### src/rtl/learn_sequencer_pkg.sv
// rtl/learn_sequencer_pkg.sv - shared sizes, neuron encodings, sequencer state encoding and sample check
package learn_sequencer_pkg;

  localparam int N_NEURONS  = 20;
  localparam int STATE_W    = 2;
  localparam int WEIGHT_W   = 10;
  localparam int LEARN_STEP = 7;
  localparam int MAX_LEARN  = 64;
  localparam int CNT_W      = $clog2(MAX_LEARN + 1);
  localparam int FILL_W     = $clog2(N_NEURONS + 1);

  localparam logic [STATE_W-1:0] NEURON_POS = 2'b01;
  localparam logic [STATE_W-1:0] NEURON_NEG = 2'b11;

  localparam logic [2:0] S_IDLE   = 3'd0;
  localparam logic [2:0] S_CLEAR  = 3'd1;
  localparam logic [2:0] S_FILL   = 3'd2;
  localparam logic [2:0] S_ACCEPT = 3'd3;
  localparam logic [2:0] S_SETUP  = 3'd4;
  localparam logic [2:0] S_PULSE  = 3'd5;
  localparam logic [2:0] S_SHIFT  = 3'd6;
  localparam logic [2:0] S_DONE   = 3'd7;

  typedef enum logic [2:0] {
    ST_IDLE   = S_IDLE,
    ST_CLEAR  = S_CLEAR,
    ST_FILL   = S_FILL,
    ST_ACCEPT = S_ACCEPT,
    ST_SETUP  = S_SETUP,
    ST_PULSE  = S_PULSE,
    ST_SHIFT  = S_SHIFT,
    ST_DONE   = S_DONE
  } seq_state_t;

  function automatic logic sample_legal(input logic [STATE_W-1:0] s);
    return (s == NEURON_POS) || (s == NEURON_NEG);
  endfunction

endpackage

### src/rtl/learn_sequencer_if.sv
// rtl/learn_sequencer_if.sv - training sample stream with valid/ready handshake
interface learn_sequencer_if;
  import learn_sequencer_pkg::*;

  logic               s_valid;
  logic               s_ready;
  logic [STATE_W-1:0] s_sample;

  modport master (output s_valid, output s_sample, input s_ready);
  modport slave  (input s_valid, input s_sample, output s_ready);

endinterface

### src/rtl/learn_sequencer_neuron_history.sv
// rtl/learn_sequencer_neuron_history.sv - neuron history shift register, newest entry in the low bits
module neuron_history
  import learn_sequencer_pkg::*;
#(
  parameter int DEPTH = N_NEURONS,
  parameter int WIDTH = STATE_W
) (
  input  logic                   clk,
  input  logic                   rst,
  input  logic                   i_clr,
  input  logic                   i_shift,
  input  logic [WIDTH-1:0]       i_data,
  output logic [DEPTH*WIDTH-1:0] o_hist
);

  logic [DEPTH*WIDTH-1:0] r_hist;

  always_ff @(posedge clk or posedge rst) begin
    if (rst) begin
      r_hist <= '0;
    end else if (i_clr) begin
      r_hist <= '0;
    end else if (i_shift) begin
      r_hist <= {r_hist[(DEPTH-1)*WIDTH-1:0], i_data};
    end
  end

  assign o_hist = r_hist;

endmodule

### src/rtl/learn_sequencer.sv
// rtl/learn_sequencer.sv - Hebbian learn sequencer: clear/fill/learn phases, one learn_pulse per sample
// LEARN_NO_FILL_EN: skip the fill phase and learn from the first sample on a zeroed history.
module learn_sequencer
  import learn_sequencer_pkg::*;
(
  input  logic                         clk,
  input  logic                         rst,
  input  logic                         start,
  input  logic                         stop,
  learn_sequencer_if.slave             s_bus,
  output logic [STATE_W-1:0]           xin,
  output logic [N_NEURONS*STATE_W-1:0] xalt,
  output logic                         learn_pulse,
  output logic                         weights_clr,
  output logic                         busy,
  output logic                         done,
  output logic [CNT_W-1:0]             learn_count,
  output logic                         err_sample
);

  seq_state_t         r_state, w_next;
  logic [STATE_W-1:0] r_xin;
  logic [CNT_W-1:0]   r_count;
  logic               r_err, r_ready, r_pulse, r_clr, r_busy, r_done;
  logic               w_hs, w_legal, w_take, w_fill_last;
  logic               w_hist_clr, w_hist_shift;
  logic [STATE_W-1:0] w_hist_data;

  assign w_hs    = s_bus.s_valid && r_ready;
  assign w_legal = sample_legal(s_bus.s_sample);
  assign w_take  = w_hs && w_legal && !stop;

`ifdef LEARN_NO_FILL_EN
  assign w_fill_last = 1'b0;
`else
  logic [FILL_W-1:0] r_fill_cnt;

  assign w_fill_last = (r_fill_cnt == FILL_W'(N_NEURONS - 1));

  always_ff @(posedge clk or posedge rst) begin
    if (rst) begin
      r_fill_cnt <= '0;
    end else if (r_state == ST_CLEAR) begin
      r_fill_cnt <= '0;
    end else if (r_state == ST_FILL && w_take) begin
      r_fill_cnt <= r_fill_cnt + FILL_W'(1);
    end
  end
`endif

  always_comb begin
    w_next = r_state;
    case (r_state)
      ST_IDLE:   if (start) w_next = ST_CLEAR;
      ST_CLEAR: begin
`ifdef LEARN_NO_FILL_EN
        w_next = ST_ACCEPT;
`else
        w_next = ST_FILL;
`endif
      end
      ST_FILL:   if (w_take && w_fill_last) w_next = ST_ACCEPT;
      ST_ACCEPT: if (w_take) w_next = ST_SETUP;
      ST_SETUP:  w_next = ST_PULSE;
      ST_PULSE:  w_next = ST_SHIFT;
      ST_SHIFT:  w_next = (r_count == CNT_W'(MAX_LEARN - 1)) ? ST_DONE : ST_ACCEPT;
      ST_DONE:   if (start) w_next = ST_CLEAR;
      default:   w_next = ST_IDLE;
    endcase
    if (stop) w_next = ST_IDLE;
  end

  // Outputs decode the next state so every flag lines up with the state it describes.
  always_ff @(posedge clk or posedge rst) begin
    if (rst) begin
      r_state <= ST_IDLE;
      r_ready <= 1'b0;
      r_pulse <= 1'b0;
      r_clr   <= 1'b0;
      r_busy  <= 1'b0;
      r_done  <= 1'b0;
    end else begin
      r_state <= w_next;
      r_ready <= (w_next == ST_FILL) || (w_next == ST_ACCEPT);
      r_pulse <= (w_next == ST_PULSE);
      r_clr   <= (w_next == ST_CLEAR);
      r_busy  <= !((w_next == ST_IDLE) || (w_next == ST_DONE));
      r_done  <= (w_next == ST_DONE);
    end
  end

  always_ff @(posedge clk or posedge rst) begin
    if (rst) begin
      r_xin   <= '0;
      r_count <= '0;
      r_err   <= 1'b0;
    end else if (r_state == ST_CLEAR) begin
      r_xin   <= '0;
      r_count <= '0;
      r_err   <= 1'b0;
    end else begin
      if (r_state == ST_ACCEPT && w_take) r_xin <= s_bus.s_sample;
      if (r_state == ST_SHIFT) r_count <= r_count + CNT_W'(1);
      if (w_hs && !w_legal) r_err <= 1'b1;
    end
  end

  assign w_hist_clr   = (r_state == ST_CLEAR);
  assign w_hist_shift = (r_state == ST_FILL && w_take) || (r_state == ST_SHIFT);
  assign w_hist_data  = (r_state == ST_SHIFT) ? r_xin : s_bus.s_sample;

  neuron_history #(
    .DEPTH (N_NEURONS),
    .WIDTH (STATE_W)
  ) u_history (
    .clk     (clk),
    .rst     (rst),
    .i_clr   (w_hist_clr),
    .i_shift (w_hist_shift),
    .i_data  (w_hist_data),
    .o_hist  (xalt)
  );

  assign s_bus.s_ready = r_ready;
  assign xin           = r_xin;
  assign learn_pulse   = r_pulse;
  assign weights_clr   = r_clr;
  assign busy          = r_busy;
  assign done          = r_done;
  assign learn_count   = r_count;
  assign err_sample    = r_err;

endmodule

### src/flat_wrapper.sv
// flat-port wrapper written by rule: the top's interface ports become plain ports
module learn_sequencer_flat import learn_sequencer_pkg::*;
  (clk, rst, start, stop, xin, xalt, learn_pulse, weights_clr, busy, done, learn_count, err_sample, s_bus_s_valid, s_bus_s_sample, s_bus_s_ready);
  learn_sequencer_if s_bus_i ();
  input  logic clk;
  input  logic rst;
  input  logic start;
  input  logic stop;
  output logic [STATE_W-1:0] xin;
  output logic [N_NEURONS*STATE_W-1:0] xalt;
  output logic learn_pulse;
  output logic weights_clr;
  output logic busy;
  output logic done;
  output logic [CNT_W-1:0] learn_count;
  output logic err_sample;
  input wire logic [$bits(s_bus_i.s_valid)-1:0] s_bus_s_valid;
  input wire logic [$bits(s_bus_i.s_sample)-1:0] s_bus_s_sample;
  output wire logic [$bits(s_bus_i.s_ready)-1:0] s_bus_s_ready;
  assign s_bus_i.s_valid = s_bus_s_valid;
  assign s_bus_i.s_sample = s_bus_s_sample;
  assign s_bus_s_ready = s_bus_i.s_ready;
  learn_sequencer u_core (.clk(clk), .rst(rst), .start(start), .stop(stop), .s_bus(s_bus_i), .xin(xin), .xalt(xalt), .learn_pulse(learn_pulse), .weights_clr(weights_clr), .busy(busy), .done(done), .learn_count(learn_count), .err_sample(err_sample));
endmodule
### config.mk
export PLATFORM = sky130hd
export DESIGN_NAME = learn_sequencer_flat
export DESIGN_NICKNAME = d
export VERILOG_FILES = /design/src/rtl/learn_sequencer_pkg.sv /design/src/rtl/learn_sequencer_if.sv /design/src/rtl/learn_sequencer_neuron_history.sv /design/src/rtl/learn_sequencer.sv /design/src/flat_wrapper.sv
export SDC_FILE = /design/constraint.sdc
export NUM_CORES = 1
export LEC_CHECK = 0
export ABC_CLOCK_PERIOD_IN_PS = 1700
export BUFFER_PORTS_ARGS = -buffer_cell sky130_fd_sc_hd__buf_2
export CAP_MARGIN = 20
export CORE_MARGIN = 3
export CORE_UTILIZATION = 48
export CTS_CLUSTER_SIZE = 14
export DETAILED_ROUTE_END_ITERATION = 7
export HOLD_SLACK_MARGIN = 0.1
export PLACE_DENSITY = 0.82
export SKIP_CTS_REPAIR_TIMING = 1
export SLEW_MARGIN = 30
export SYNTH_ARGS = -nofsm -noshare
export SYNTH_HDL_FRONTEND = slang
export SYNTH_SLANG_ARGS = --single-unit
### constraint.sdc
create_clock -name clk -period 1.7 [get_ports clk]
set_input_delay 0.085 -clock clk [delete_from_list [all_inputs] [get_ports clk]]
set_output_delay 0.085 -clock clk [all_outputs]
set_load 0.01 [all_outputs]
# Word level (Yosys, flattened, before mapping)
# Cells that the tools add are included.
# W data, S select, Z words.
classes:
  n_eq_ne: 16
  n_mux: 17
  add_sub_neg: 2
  n_reduce_logical: 22
ops:
  columns: ["op", "n"]
  rows:
  - ["$mux W40", 2]
  - ["$pmux W3 S7", 1]
  - ["$eq A3 B3 Y1 const B", 6]
  - ["$mux W3", 5]
  - ["$mux W7", 2]
  - ["$eq A3 B2 Y1 const B", 4]
  - ["$mux W5", 2]
  - ["$reduce_bool A2 Y1", 5]
  - ["$add A7 B1 Y7 const B", 1]
  - ["$eq A7 B6 Y1 const B", 1]
  - ["$logic_and A1 B1 Y1", 7]
  - ["$eq A3 B1 Y1 const B", 2]
  - ["$logic_not A3 Y1", 2]
  - ["$mux W2", 3]
  - ["$add A5 B1 Y5 const B", 1]
  - ["$eq A5 B5 Y1 const B", 1]
  - ["$logic_or A1 B1 Y1", 4]
  - ["$logic_not A1 Y1", 3]
  - ["$eq A2 B1 Y1 const B", 1]
  - ["$eq A2 B2 Y1 const B", 1]
  - ["$mux W1", 2]
  - ["$reduce_or A2 Y1", 1]
totals:
  regBits: 63
  out_inout_bits: 55

# Depth between registers and ports, before layout
# Gate-level depths: netlist of the first run.
depth:
  ltp_word: 11
  mapped_depth: 8
  mapped_depth_nobuf: 6

# Hierarchy
# A second synthesis of the first run with hierarchy kept.
hier_totals:
  cells_unflattened: 245
  hier_area_um2: 2832.7
modules_own_cells:
  columns: ["mod", "cells_each", "instances", "area_each_um2"]
  rows:
  - ["neuron_history", 130, 1, 1661.6]
  - ["learn_sequencer", 115, 1, 1171.1]

# Worst setup path before layout of the first run
# No wires, ideal clock.
synth_timing:
  path_kind: "register to register"
  from: "reg u_core.r_count[0], in the netlist u_core.learn_count[0]"
  to: "reg u_core.r_done, in the netlist u_core.done"
  n_path_buf: 0
  synth_period_minus_slack_ps: 1714
  stages_incl_launch_ff: 7
  setup_time_ps: 72
  arrival_ps: 1642
  path_slack_ps: -14
  cell_sequence: "dfrtp_1 ha_1 nand3_1 nor4_1 a221oi_2 or4_1 nor2_1"
synth_via:
  elab_chain_cells: 5
synth_lines:
  columns: ["element", "line_no", "source"]
  rows:
  - ["start, declared", "learn_sequencer.sv:23", "logic [CNT_W-1:0] r_count;"]
  - ["start signal, assigned", "learn_sequencer.sv:103", "if (r_state == ST_SHIFT) r_count <= r_count + CNT_W'(1);"]
  - ["$eq A7 B6 Y1", "learn_sequencer.sv:66", "ST_SHIFT: w_next = (r_count == CNT_W'(MAX_LEARN - 1)) ? ST_DONE : ST_ACCEPT;"]
  - ["$mux W3", "learn_sequencer.sv:66", null]
  - ["$pmux W3 S7", "learn_sequencer.sv:53", "case (r_state)"]
  - ["$mux W3", "learn_sequencer.sv:70", "if (stop) w_next = ST_IDLE;"]
  - ["$eq A3 B3 Y1", "learn_sequencer.sv:88", "r_done <= (w_next == ST_DONE);"]
  - ["end signal, assigned", "learn_sequencer.sv:88", null]
  - ["end, declared", "learn_sequencer.sv:24", "logic r_err, r_ready, r_pulse, r_clr, r_busy, r_done;"]
# Every way passes these cells.
# A chain may end at the register's enable or synchronous reset.

# Worst setup path in the final report of the first run
layout_timing:
  from: "reg u_core.r_state[0]"
  to: "reg u_core.r_done, in the netlist u_core.done"
layout_via:
  elab_chain_cells: 5
layout_lines:
  columns: ["element", "line_no", "source"]
  rows:
  - ["start, declared", "learn_sequencer.sv:21", "seq_state_t r_state, w_next;"]
  - ["start signal, assigned", "learn_sequencer.sv:83", "r_state <= w_next;"]
  - ["$eq A3 B3 Y1 / $logic_not A3 Y1 (equally long branches)", "learn_sequencer.sv:53", null]
  - ["$reduce_or A2 Y1 (no source line)", null, null]
  - ["$pmux W3 S7 (*)", "learn_sequencer.sv:53", null]
  - ["$mux W3 (*)", "learn_sequencer.sv:70", null]
  - ["$eq A3 B3 Y1 (*)", "learn_sequencer.sv:88", null]
# Every way passes the cells marked *; elsewhere a longest branch is shown, timed or not.

==> results of run 1 <==
==> cells by family (layout without fill, tap and decap cells) <==
logic type	after synthesis	count (layout)
AO/OA/AOI/OAI	64	64
multiplexers	2	2
adder cells (fa/ha/maj)	2	2
flip-flops	63	63
AND/OR/NAND/NOR	133	133
buffers and inverters	22	102
XOR/XNOR	5	5
==> final cells by class <==
| type | count | area, um^2 | share of cell area (%) |
|---|---|---|---|
| timing repair buffer | 83 | 515 | 14.7 |
| multi-input combinational | 206 | 1090 | 31.3 |
| sequential | 63 | 1580 | 45.1 |
| inverter | 4 | 15.0 | 0.429 |
| tap | 70 | 87.6 | 2.50 |
| clock buffer | 11 | 141 | 4.04 |
| clock inverter | 4 | 70.1 | 2.00 |
==> metal layers <==
layer / up-vias / GRT usage, % / wire length, um
met5: - / 0 / 0
met4: 0 / 8.11 / 116
met3: 16 / 6.03 / 397
met2: 80 / 28.5 / 2720
met1: 1086 / 26.1 / 2770
li1: 1125 / - / -
==> power breakdown <==
part	total [mW]	switching (mW)	internal (mW)	leakage, nW
registers	2.26	0.326	1.93	0.855
logic	1.43	0.838	0.591	0.834
clock network	1.41	0.553	0.853	0.109
==> worst register-to-register path: cells and delay by family (launching register included) <==
kind             cells  cell delay, ns
AND/OR/NAND/NOR      3            0.86
flip-flops           1            0.43
AO/OA/AOI/OAI        2            0.38
==> layout by cell type, fill, tap and decap left out, drive strengths merged, types with 2 or more instances in the layout <==
cell         synthesis  layout
dlygate4sd3          0       3
ha                   2       2
and3                 2       2
a221oi               2       2
a21oi                4       4
bufinv               0       2
nand2               87      87
nand4                2       2
o31ai                4       4
buf                  3      80
nand2b               2       2
clkbuf              15      11
o21ai               47      47
nor3                 5       5
nand3                5       5
a22o                 2       2
inv                  4       4
nor2                21      21
dfrtp               63      63
nor4                 2       2
clkinv               0       2
and2b                2       2
mux2i                2       2
xor2                 4       4
==> state kept, by name, indices dropped and copies added, names as in the netlist, 2 cells and up <==
signal,count
u_core.r_state,3
u_core.r_fill_cnt,5
u_core.learn_count,7
u_core.u_history.o_hist,40
u_core.xin,2
==> worst max path at each step <==
stage	start	endpoint	slack [ns]
2_1_floorplan	u_core.r_state[0]	u_core.done	0.04
3_3_place_gp	u_core.r_state[0]	u_core.learn_pulse	0.08
3_5_place_dp	u_core.s_bus.s_ready	u_core.done	-0.004
4_1_cts	u_core.s_bus.s_ready	u_core.done	-0.004
5_1_grt	u_core.r_state[0]	u_core.done	-0.09
6_report	u_core.r_state[0]	u_core.done	-0.02
==> results.md, run 1 <==
- Status: finished, violations left
- Failing checks: setup timing
- Hold worst-path end: u_core.err_sample
- Total CTS buffers: 9
- R2R Path Start: u_core.r_state[0]
- Setup slack, reg-to-reg: -0.02 ns
- Detail Placement HPWL: approximately 4000 um
- I/O Buffers: 61
- Max-Slew Margin vs Limit: between 70% and 80%
- First-pass GRT wire length: about 9600 um
- Vias per cell: between 5 and 6
- Actual slew at the worst max-slew pin: 0.361 ns
- Share of cells above drive strength 1: between 20% and 30%
- MaxCap Viol Count: 0
- Power per standard cell area: roughly 1500 nW/um^2
- Final Worst Setup Slack: -0.0198 ns
- Number of synthesized flops with an enable pin: 0
- Largest net degree at the start of global routing: 64
- Seq cells post-synth: 63
- Final ANT Viol Nets: 0
- Inst Count DP: between 400 and 500
- Area growth from synthesis to layout: 28.1%
- Final hold vios: 0
- Fin crit period: around 1.7 ns
- Total global-route track usage: between 10% and 20%
- Worst Skew: between 0.008 and 0.009 ns
- FF-to-FF End: u_core.done
- Worst EP arrival: 1.99 ns
- Initial antenna violation count: 0
- I/O pins: 62
- Total power: roughly 5.1 mW
- Tightest hold margin: about 0.086 ns
- Area contributors post-synth: dfrtp_1 58%, nand2_1 12%, o21ai_0 8.6%
- RSZ-0062 raised after global routing: true
- Die area: approximately 6600 um^2
- Syn nets: 300
- Detailed Routing Iterations Pass 1: 4
- Clock Sink Count: 63
- Most instantiated library cell after synthesis: nand2_1
- Synth top cells by count: 87 x nand2_1, 63 x dfrtp_1, 47 x o21ai_0
- Area leader, netlist: dfrtp_1
- ANT cells: 0
- Xor and xnor area share after synthesis: under 10%
- DRT iter0 DRCs: around 160
- Fin nets: around 380
- Min-Delay Path Class: input pin to flip-flop
- Vias in the first global route: between 2,000 and 2,500
- # fillers: 404
- GP Congestion: 0.818
- Syn avg cell area: 9.39 um^2
- Initial Utilization: roughly half
- Synth cell types: 36
- Synth warn: 0
- Core ar.: roughly 5300 um^2
- Sequential share of the synthesized area: 57.7%
- Finished Layout Cells: approximately 440
- Hold Crit Depth: 3
- Die W: 81.5 um
- P_leak: 1.80 nW
- TNS Setup: -0.0288 ns
- Row count: 26
- Worst Hold Launch: s_bus_s_valid
- CP max stage delay: 0.50 ns
- Area post-placement: 3210 um^2
- Mapped cell area: 2730 um^2
- Max Clk Rate: 0.581 GHz
- Top-area cell type share of the netlist area: slightly below 60%
- Cells on worst reg2reg path: 5
- Max Slew Vio Count: 0
- Clock Path Buffers: 2
- Max Fanout on Critical Path: 6
- Total grt overflow: 0
- Stages on worst setup path: 5
- CTS tree: yes
- Routed len/inst: between 10 and 15 um
- Clk_lat worst skew: roughly 0.34 ns
- Largest family of logic cells by synthesized area: simple AND/OR/NAND/NOR gates
- Crit end category: flip-flop
- Ys flop type: dfrtp_1
- Crit-path leading delay family: simple AND/OR/NAND/NOR gates
- Final core utilization: 66.1%
- Tcrit/Tclk final: 101%
- Adder-Cell Fraction of Synth Area: less than 1%
- Multiplexer share of the synthesized area: less than 1%
- WP buf/inv: 0
- Synth Instances: 291
- Final Setup Violations: 2
- Async set-reset flop share out of synthesis: 100%
- Routed Wire Length: about 6000 um
- Req. time, crit path: between 1.5 and 2 ns
- DRC: 0
- Post-synthesis compound-gate area fraction: 13.5%
- Simple-gate share of the synthesized area: a little over a fifth
- Slowest stage cell, crit path: or4_1
- Root buffer cell: clkbuf_8
- Critical path type: flip-flop to flip-flop
- Dpl ws: -0.00389 ns
- Worst-path clk slew: about 0.060 ns
- VDD IR max: a little under 0.8 mV
- DR vias: between 2,000 and 2,500
- Die height: about 81 um
- Design area: approximately 3500 um^2
- CP Cell Sequence: and2b_2 > a221oi_2 > o31ai_2 > or4_1 > nor2_1
- H-tree Lvls: 3
- CP startpoint kind: flip-flop
No activity file was read; power rests on OpenSTA's default activity.
==> run 2: changes to the inputs <==
RECOVER_POWER = 25   (was default)
==> results.md, run 2 (synthesized netlist as in run 1, its figures left out) <==
- Detailed Routing Iterations Pass 1: 4
- Die W: 81.5 um
- CP startpoint kind: flip-flop
- ANT cells: 0
- Slowest stage cell, crit path: or4_1
- CTS tree: yes
- R2R Path Start: u_core.r_state[0]
- CP max stage delay: 0.50 ns
- Max Fanout on Critical Path: 6
- Sw Pwr: approximately 1.7 mW
- Worst EP arrival: 1.98 ns
- DRT iter0 DRCs: ~160
- Fin nets: about 380
- VDD IR max: about 0.8 mV
- Share of cells above drive strength 1: just under 30%
- Power per standard cell area: 1460 nW/um^2
- Met2 wire length: roughly 2700 um
- MaxCap Viol Count: 0
- Dpl ws: -0.00389 ns
- Worst-path clk slew: roughly 0.060 ns
- Fin crit period: ~1.7 ns
- RSZ-0062 raised after global routing: true
- H-tree Lvls: 3
- Tightest hold margin: around 0.086 ns
- Met3 wire len: slightly below 400 um
- Actual slew at the worst max-slew pin: ~0.82 ns
- Power share of the combinational group: between 20% and 30%
- Status: finished, violations left
- Clock Sink Count: 63
- Commonest non-fill, non-tap cells in the layout: 87 x nand2_1, 61 x buf_2, 61 x dfrtp_1
- Total power: around 5 mW
- Initial Utilization: between 50% and 60%
- Vias in the first global route: around 2,100
- Final Worst Setup Slack: -0.0167 ns
- Die area: roughly 6600 um^2
- P_leak: 1.79 nW
- FF-to-FF End: u_core.done
- CP Cell Sequence: and2b_2 > a221oi_2 > o31ai_2 > or4_1 > nor2_1
- DRC: 0
- Sw Ratio: between 30 and 40%
- I/O Buffers: a little over 60
- Routed len/inst: 13.6 um
- Total CTS buffers: 9
- Seq pwr share: 44.4%
- Clk_lat worst skew: between 0.3 and 0.4 ns
- Vias per cell: 5.22
- I/O pins: 62
- Setup slack, reg-to-reg: -0.02 ns
- Commonest non-fill, non-tap cell in the layout: nand2_1
- Tcrit/Tclk final: 101%
- Hold worst-path end: u_core.err_sample
- Min-Delay Path Class: input pin to flip-flop
- Worst Skew: 0.00880 ns
- Total grt overflow: 0
- Detail Placement HPWL: around 4000 um
- Final hold vios: 0
- Area growth from synthesis to layout: 27.7%
- Max-Slew Margin vs Limit: approximately 46%
- Worst Hold Launch: s_bus_s_valid
- Initial antenna violation count: 0
- Max FFs per register: 40
- Crit end category: flip-flop
- Root buffer cell: clkbuf_8
- DR vias: ~2,300
- Cells on worst reg2reg path: 5
- Total global-route track usage: ~19%
- GP Congestion: 0.818
- Final ANT Viol Nets: 0
- Req. time, crit path: around 2.0 ns
- Final Setup Violations: 2
- Area post-placement: between 3000 and 4000 um^2
- Top Metal Used: met4
- Die height: ~81 um
- First-pass GRT wire length: 9650 um
- TNS Setup: -0.0226 ns
- Failing checks: setup timing
- Max Slew Vio Count: 0
- Row count: 26
- Clock Path Buffers: 2
- Core ar.: 5300 um^2
- Max Clk Rate: slightly below 0.6 GHz
- Largest net degree at the start of global routing: 64
- Critical path type: flip-flop to flip-flop
- Met1 WL: between 2000 and 3000 um
- Hold Crit Depth: 3
- Inst Count DP: 422
- Design area: ~3500 um^2
- Routed Wire Length: roughly 6000 um
- Clock power share: 27.6%
- Int Power: ~3.4 mW
- Finished Layout Cells: around 440
- Final core utilization: between 60% and 70%
## run 2: how the worst max path moves through the flow
stage	slack, ns	to	cells after the start	from
floorplan	0.04	u_core.done	6	u_core.r_state[0]
global placement	0.08	u_core.learn_pulse	5	u_core.r_state[0]
detailed placement	-0.004	u_core.done	5	u_core.s_bus.s_ready
CTS	-0.004	u_core.done	5	u_core.s_bus.s_ready
global route	-0.09	u_core.done	5	u_core.r_state[0]
finish	-0.02	u_core.done	5	u_core.r_state[0]
## run 2: power by group through the flow
stage	registers [mW]	clock network (mW)	logic, mW
2_1_floorplan	2.45	0	0.581
6_report	2.26	1.41	1.43
5_1_grt	2.33	1.51	1.63
3_5_place_dp	2.28	0	1.43
3_3_place_gp	2.27	0	1.38
4_1_cts	2.26	1.44	1.43
## run 2: layer usage
layer / vias up / GRT usage, %
met5: - / 0
li1: 1125 / -
met2: 74 / 28.5
met1: 1089 / 26.1
met3: 14 / 6.03
met4: 0 / 8.11
## run 2: cell type report
class,instances,area [um^2]
Fill cell,406,1810
Tap cell,70,87.6
Sequential cell,63,1580
Timing Repair Buffer,83,503
Clock buffer,11,141
Multi-Input combinational cell,206,1090
Clock inverter,4,70.1
Inverter,4,15.0
## run 2: worst max-delay path, delay by kind of cell (launching register included)
| family | cells | cell delay (ns) |
|---|---|---|
| AOI/OAI and AO/OA | 2 | 0.37 |
| and+or+nand+nor | 3 | 0.86 |
| DFF | 1 | 0.42 |
